### src/rtl/operand_forward_ctrl_pkg.sv
// Shared definitions for the EX-stage operand forwarding controller:
// mux select codes, the destination-tag slot layout and the PC register number.
// Imported by the comparator, the top and the bench.
package operand_forward_ctrl_pkg;

  // Register-number width carried in every tag slot
  localparam int TAG_REG_W = 4;

  // Register number that is never forwarded and never causes a stall
  localparam logic [TAG_REG_W-1:0] PC_REG_NUM = 4'd15;

  // Operand Mux4 select codes
  localparam logic [1:0] SEL_RF   = 2'b00;  // register-file value
  localparam logic [1:0] SEL_MEM  = 2'b01;  // ALU result one stage ahead
  localparam logic [1:0] SEL_WB   = 2'b10;  // result two stages ahead
  localparam logic [1:0] SEL_ZERO = 2'b11;  // operand unused, mux input tied to zero

  // One stage of the private destination-tag pipeline
  typedef struct packed {
    logic                 valid;
    logic [TAG_REG_W-1:0] dst;
    logic                 wb_en;
    logic                 mem_read;
  } tag_slot_t;

  localparam tag_slot_t TAG_BUBBLE = '0;

endpackage

### src/rtl/operand_forward_ctrl_if.sv
// ID-stage instruction info into the forwarding controller and the
// registered operand selects / load-use stall coming back out.
// master = pipeline/ID side, slave = forwarding controller.
interface operand_forward_ctrl_if #(
  parameter int REG_ADDR_W = 4
);
  logic                  id_valid;
  logic [REG_ADDR_W-1:0] id_src1;
  logic [REG_ADDR_W-1:0] id_src2;
  logic                  id_src1_used;
  logic                  id_src2_used;
  logic [REG_ADDR_W-1:0] id_dst;
  logic                  id_wb_en;
  logic                  id_mem_read;
  logic                  freeze;
  logic                  flush;
  logic [1:0]            ex_sel1;
  logic [1:0]            ex_sel2;
  logic                  hazard_stall;

  modport master (
    output id_valid, id_src1, id_src2, id_src1_used, id_src2_used,
           id_dst, id_wb_en, id_mem_read, freeze, flush,
    input  ex_sel1, ex_sel2, hazard_stall
  );

  modport slave (
    input  id_valid, id_src1, id_src2, id_src1_used, id_src2_used,
           id_dst, id_wb_en, id_mem_read, freeze, flush,
    output ex_sel1, ex_sel2, hazard_stall
  );

endinterface

### src/rtl/operand_forward_ctrl_fwd_src_match.sv
// Per-source comparator: matches one ID source register against the EX and MEM tags.
// Purely combinational; produces the next operand select and a stall request.
// The caller gates stall_req_o with instruction validity.
module fwd_src_match
  import operand_forward_ctrl_pkg::*;
#(
  parameter int                    REG_ADDR_W = TAG_REG_W,
  parameter bit                    FWD_EN     = 1'b1,
  parameter logic [REG_ADDR_W-1:0] PC_REG     = PC_REG_NUM
) (
  input  logic [REG_ADDR_W-1:0] src_i,
  input  logic                  used_i,
  input  tag_slot_t             ex_slot_i,
  input  tag_slot_t             mem_slot_i,
  output logic [1:0]            sel_o,
  output logic                  stall_req_o
);

  logic ex_hit;
  logic mem_hit;
  logic is_pc;
  logic live;

  assign ex_hit  = ex_slot_i.valid  && ex_slot_i.wb_en  && (ex_slot_i.dst  == src_i);
  assign mem_hit = mem_slot_i.valid && mem_slot_i.wb_en && (mem_slot_i.dst == src_i);
  assign is_pc   = (src_i == PC_REG);
  assign live    = used_i && !is_pc;

  // A load in MEM is already resolved through the WB path, so its flag is not consulted
  logic unused_mem_ld;
  assign unused_mem_ld = mem_slot_i.mem_read;

  // Select: unused operand -> zero, PC -> RF, otherwise newest matching producer wins
  always_comb begin
    sel_o = SEL_RF;
    if (!used_i) begin
      sel_o = SEL_ZERO;
    end else if (is_pc) begin
      sel_o = SEL_RF;
    end else if (FWD_EN) begin
      if (ex_hit) begin
        sel_o = SEL_MEM;
      end else if (mem_hit) begin
        sel_o = SEL_WB;
      end
    end
  end

  // Stall: only a load one ahead when forwarding, any in-flight writer when not
  always_comb begin
    stall_req_o = 1'b0;
    if (FWD_EN) begin
      stall_req_o = live && ex_hit && ex_slot_i.mem_read;
    end else begin
      stall_req_o = live && (ex_hit || mem_hit);
    end
  end

endmodule

### src/rtl/operand_forward_ctrl.sv
// Operand-forwarding controller: registered Mux4 selects for both EX operands plus load-use stall.
// Selects appear one cycle after ID (aligned with the instruction in EX); stall is combinational.
// freeze holds all state; hazard_stall/flush/invalid ID insert a bubble into EX.
module operand_forward_ctrl
  import operand_forward_ctrl_pkg::*;
#(
  parameter int                    REG_ADDR_W = TAG_REG_W,
  parameter bit                    FWD_EN     = 1'b1,
  parameter logic [REG_ADDR_W-1:0] PC_REG     = PC_REG_NUM
) (
  input  logic                   clk,
  input  logic                   rst,
  operand_forward_ctrl_if.slave  fwd
);

  tag_slot_t  ex_q, ex_d;
  tag_slot_t  mem_q;
  tag_slot_t  wb_q;
  logic [1:0] sel1_q, sel1_d;
  logic [1:0] sel2_q, sel2_d;

  logic [1:0] sel1_m, sel2_m;
  logic       stall1_req, stall2_req;
  logic       stall;

  fwd_src_match #(
    .REG_ADDR_W (REG_ADDR_W),
    .FWD_EN     (FWD_EN),
    .PC_REG     (PC_REG)
  ) u_match_src1 (
    .src_i       (fwd.id_src1),
    .used_i      (fwd.id_src1_used),
    .ex_slot_i   (ex_q),
    .mem_slot_i  (mem_q),
    .sel_o       (sel1_m),
    .stall_req_o (stall1_req)
  );

  fwd_src_match #(
    .REG_ADDR_W (REG_ADDR_W),
    .FWD_EN     (FWD_EN),
    .PC_REG     (PC_REG)
  ) u_match_src2 (
    .src_i       (fwd.id_src2),
    .used_i      (fwd.id_src2_used),
    .ex_slot_i   (ex_q),
    .mem_slot_i  (mem_q),
    .sel_o       (sel2_m),
    .stall_req_o (stall2_req)
  );

  // One stall covers both sources, even when they name the same register
  assign stall = fwd.id_valid && (stall1_req || stall2_req);

  // Next EX tag and selects: bubble on flush/stall/empty ID, else capture the ID instruction
  always_comb begin
    ex_d   = TAG_BUBBLE;
    sel1_d = SEL_RF;
    sel2_d = SEL_RF;
    if (fwd.id_valid && !fwd.flush && !stall) begin
      ex_d.valid    = 1'b1;
      ex_d.dst      = fwd.id_dst;
      ex_d.wb_en    = fwd.id_wb_en;
      ex_d.mem_read = fwd.id_mem_read;
      sel1_d        = sel1_m;
      sel2_d        = sel2_m;
    end
  end

  // Tag pipeline and select registers; freeze holds everything in place
  always_ff @(posedge clk or posedge rst) begin
    if (rst) begin
      ex_q   <= TAG_BUBBLE;
      mem_q  <= TAG_BUBBLE;
      wb_q   <= TAG_BUBBLE;
      sel1_q <= SEL_RF;
      sel2_q <= SEL_RF;
    end else if (!fwd.freeze) begin
      ex_q   <= ex_d;
      mem_q  <= ex_q;
      wb_q   <= mem_q;
      sel1_q <= sel1_d;
      sel2_q <= sel2_d;
    end
  end

  // The WB tag is tracked for pipeline completeness; the register file covers it, so nothing compares it
  logic unused_wb_tag;
  assign unused_wb_tag = ^wb_q;

  assign fwd.ex_sel1      = sel1_q;
  assign fwd.ex_sel2      = sel2_q;
  assign fwd.hazard_stall = stall;

endmodule

### src/flat_wrapper.sv
// flat-port wrapper written by rule: the top's interface ports become plain ports
module operand_forward_ctrl_flat import operand_forward_ctrl_pkg::*;
#(
  parameter int                    REG_ADDR_W = TAG_REG_W,
  parameter bit                    FWD_EN     = 1'b1,
  parameter logic [REG_ADDR_W-1:0] PC_REG     = PC_REG_NUM
)
  (clk, rst, fwd_id_valid, fwd_id_src1, fwd_id_src2, fwd_id_src1_used, fwd_id_src2_used, fwd_id_dst, fwd_id_wb_en, fwd_id_mem_read, fwd_freeze, fwd_flush, fwd_ex_sel1, fwd_ex_sel2, fwd_hazard_stall);
  operand_forward_ctrl_if #(.REG_ADDR_W(REG_ADDR_W)) fwd_i ();
  input  logic clk;
  input  logic rst;
  input wire logic [$bits(fwd_i.id_valid)-1:0] fwd_id_valid;
  input wire logic [$bits(fwd_i.id_src1)-1:0] fwd_id_src1;
  input wire logic [$bits(fwd_i.id_src2)-1:0] fwd_id_src2;
  input wire logic [$bits(fwd_i.id_src1_used)-1:0] fwd_id_src1_used;
  input wire logic [$bits(fwd_i.id_src2_used)-1:0] fwd_id_src2_used;
  input wire logic [$bits(fwd_i.id_dst)-1:0] fwd_id_dst;
  input wire logic [$bits(fwd_i.id_wb_en)-1:0] fwd_id_wb_en;
  input wire logic [$bits(fwd_i.id_mem_read)-1:0] fwd_id_mem_read;
  input wire logic [$bits(fwd_i.freeze)-1:0] fwd_freeze;
  input wire logic [$bits(fwd_i.flush)-1:0] fwd_flush;
  output wire logic [$bits(fwd_i.ex_sel1)-1:0] fwd_ex_sel1;
  output wire logic [$bits(fwd_i.ex_sel2)-1:0] fwd_ex_sel2;
  output wire logic [$bits(fwd_i.hazard_stall)-1:0] fwd_hazard_stall;
  assign fwd_i.id_valid = fwd_id_valid;
  assign fwd_i.id_src1 = fwd_id_src1;
  assign fwd_i.id_src2 = fwd_id_src2;
  assign fwd_i.id_src1_used = fwd_id_src1_used;
  assign fwd_i.id_src2_used = fwd_id_src2_used;
  assign fwd_i.id_dst = fwd_id_dst;
  assign fwd_i.id_wb_en = fwd_id_wb_en;
  assign fwd_i.id_mem_read = fwd_id_mem_read;
  assign fwd_i.freeze = fwd_freeze;
  assign fwd_i.flush = fwd_flush;
  assign fwd_ex_sel1 = fwd_i.ex_sel1;
  assign fwd_ex_sel2 = fwd_i.ex_sel2;
  assign fwd_hazard_stall = fwd_i.hazard_stall;
  operand_forward_ctrl #(.REG_ADDR_W(REG_ADDR_W), .FWD_EN(FWD_EN), .PC_REG(PC_REG)) u_core (.clk(clk), .rst(rst), .fwd(fwd_i));
endmodule
### config.mk
export PLATFORM = sky130hd
export DESIGN_NAME = operand_forward_ctrl_flat
export DESIGN_NICKNAME = d
export VERILOG_FILES = /design/src/rtl/operand_forward_ctrl_pkg.sv /design/src/rtl/operand_forward_ctrl_if.sv /design/src/rtl/operand_forward_ctrl_fwd_src_match.sv /design/src/rtl/operand_forward_ctrl.sv /design/src/flat_wrapper.sv
export SDC_FILE = /design/constraint.sdc
export NUM_CORES = 1
export LEC_CHECK = 0
export CAP_MARGIN = 20
export CORE_MARGIN = 4
export CORE_UTILIZATION = 52
export DETAILED_ROUTE_END_ITERATION = 8
export GPL_ROUTABILITY_DRIVEN = 0
export PLACE_DENSITY = 0.83
export SLEW_MARGIN = 20
export SYNTH_ARGS = -nofsm -noshare
export SYNTH_HDL_FRONTEND = slang
export SYNTH_HIERARCHICAL = 1
export SYNTH_SLANG_ARGS = --single-unit
### constraint.sdc
create_clock -name clk -period 3 [get_ports clk]
set_input_delay 0.3 -clock clk [delete_from_list [all_inputs] [get_ports clk]]
set_output_delay 0.3 -clock clk [all_outputs]
set_load 0.005 [all_outputs]
==> flow_summary.yaml <==
outcome:
  outcome: "finished, final reports clean"
logic_synthesis:
  syn-mean-instance-area_um2: 10.5
  syn_nets: 119
  syn_inst: 98
  syn-cell-area_mm2: 0.00103
  yosysWarnings: 6
timing:
  min_period_ns: 2.81
  hold_viol: 0
  tightestPinTransition_ns: 0.757
  finalCritPeriodShare_pct: 93.6
  setup_tns_ns: 0
  max_freq_mhz: 356
  worst_slack_ns: 0.193
  rsz0062_at_grt: "false"
  hold_ws_ns: 0.413
  slew_headroom_pct: 49.4
  clock_skew_ns: 0.00483
  slew_viol_final: 0
  setup_viol: 0
run:
  drv_cap: 0
routing:
  vias_per_cell: 5.79
  wire_per_inst_um: 15.5
  vias: 857
  firstDrtPassIters: 4
  drc: 0
  ant_nets: 0
  drt_iter0_drc: 43
  drt_wl_total_um: 2290
die:
  initial_utilization_pct: 57.0
  die_width_um: 52.4
  die_h_um: 52.4
  ioPinCount: 26
  row_count: 15
  dieArea_mm2: 0.00275
  core_area_mm2: 0.00180
place:
  place_area_mm2: 0.00128
  dp_slack_ns: 0.213
  io_buffers: 25
  dp.cells: 144
  dp_hpwl_um: 1700
grt:
  grt_first_pass_wirelength_um: 3840
  grt_pass1_vias: 873
  antenna_found_initial: 0
  grt_usage_pct: 18.8
  grt_max_degree: 19
  grt_overflow: 0
layout:
  postLayoutCellArea_mm2: 0.00131
  drive_above_1_share_pct: 15.4
  syn_to_final_growth_pct: 27.0
  final_nets: 145
  n_fill_cell: 149
  final_cells: 148
  antenna_cells: 0
worst_hold_path:
  hp-class: "input pin to async pin"
clocking:
  htree_levels: 1
  cts.sinks: 17
  post-cts-setup-buffers: 0
  clkSlewWorstSetupHoldPaths_ns: 0.10
  cts_tree: "yes"
  cts_hold_buffers: 0
  cts-root-buf: "clkbuf_4"
  cts_made_buffers: 3
  cts-resized-gates: 0
  clock_path_buffers: 2
  clkLatencyLatePin_ns: 0.29
power_and_ir_drop:
  ir_drop_uv: 283
  power.density_mw_per_mm2: 367
  p_leak_uw: 0.000561
worst_setup_path:
  arrival_ns: 2.51
  critPathLaunchType: "input pin"
  worstPathRequired_ns: 2.70
  crit_type: "input pin to output port"
  critPathMaxFanout: 4
  cp-end-kind: "output port"
[flip-flops by register name, summed over array words and instances (netlist names)]
name,count
u_core/ex_q,7
u_core/fwd.ex_sel1,2
u_core/fwd.ex_sel2,2
u_core/mem_q,6
[layer usage]
| layer | routed length [um] | vias up | part of all wire [%] | track usage (%) |
|---|---|---|---|---|
| li1 | - | 406 | - | - |
| met1 | 1040 | 418 | 45 | 24.0 |
| met4 | 12 | 0 | 0.52 | 5.11 |
| met2 | 1100 | 31 | 48 | 32.2 |
| met3 | 140 | 2 | 6.1 | 3.70 |
| met5 | 0 | - | 0 | 0 |
[placed cells by master, fill, tap and decap left out]
| cell type | count |
|---|---|
| a21oi_1 | 2 |
| a21oi_2 | 2 |
| a31o_2 | 2 |
| a31oi_1 | 2 |
| a32o_1 | 11 |
| and3_1 | 2 |
| buf_4 | 1 |
| clkbuf_1 | 1 |
| clkbuf_4 | 3 |
| clkdlybuf4s50_1 | 25 |
| dfrtp_1 | 17 |
| inv_1 | 2 |
| mux2_2 | 6 |
| nand2_1 | 8 |
| nand2b_1 | 2 |
| nor2_1 | 3 |
| nor2b_1 | 11 |
| nor2b_4 | 1 |
| nor4_1 | 2 |
| o21ai_0 | 4 |
| or2_2 | 2 |
| or4_4 | 2 |
| xor2_1 | 12 |
[critical path, stage by stage]
cell and delay (ns):
clkdlybuf4s50_1 0.49, xor2_1 0.18, or4_4 0.55, a21oi_2 0.13
and3_1 0.19, nor2_1 0.06, nor2b_1 0.11, clkdlybuf4s50_1 0.51
[metrics by stage]
step / utilization, % / power [uW]
finish: 72.4 / 478
global route: 72.4 / 503
CTS: 72.4 / 484
detailed placement: 71.0 / 360
global placement: 71.0 / 357
floorplan: - / 313
[area by class of cell]
cell class	count	area, um2	share of cell area [%]
repair buffers	26	258	19.8
well taps	25	31.3	2.40
multi-input cells	74	557	42.7
flip-flops and latches	17	425	32.6
clock buffers	4	26.3	2.01
inverters	2	7.51	0.575
[power by group]
| part | internal (uW) | leakage [uW] | total, uW | switching (uW) |
|---|---|---|---|---|
| Clock | 51.6 | 0.0000150 | 123 | 71.2 |
| Sequential | 244 | 0.000228 | 259 | 15.1 |
| Combinational | 56.5 | 0.000317 | 96.5 | 40.0 |
[worst paths after layout]
kind                            slack, ns  cells after the start               endpoint             startpoint
min in group clk                     0.50                      1  u_core/fwd.ex_sel1[1]  u_core/fwd.ex_sel1[1]
worst max-delay path                 0.19                      8       fwd_hazard_stall         fwd_id_src1[3]
worst max register to register       0.91                      7         u_core/ex_q[6]         u_core/ex_q[5]
max in group asynchronous            2.16                      2         u_core/ex_q[4]                    rst
worst min register to register       0.50                      1  u_core/fwd.ex_sel1[1]  u_core/fwd.ex_sel1[1]
worst min-delay path                 0.41                      2  u_core/fwd.ex_sel2[1]                    rst
Power figures use the tool's default switching activity.
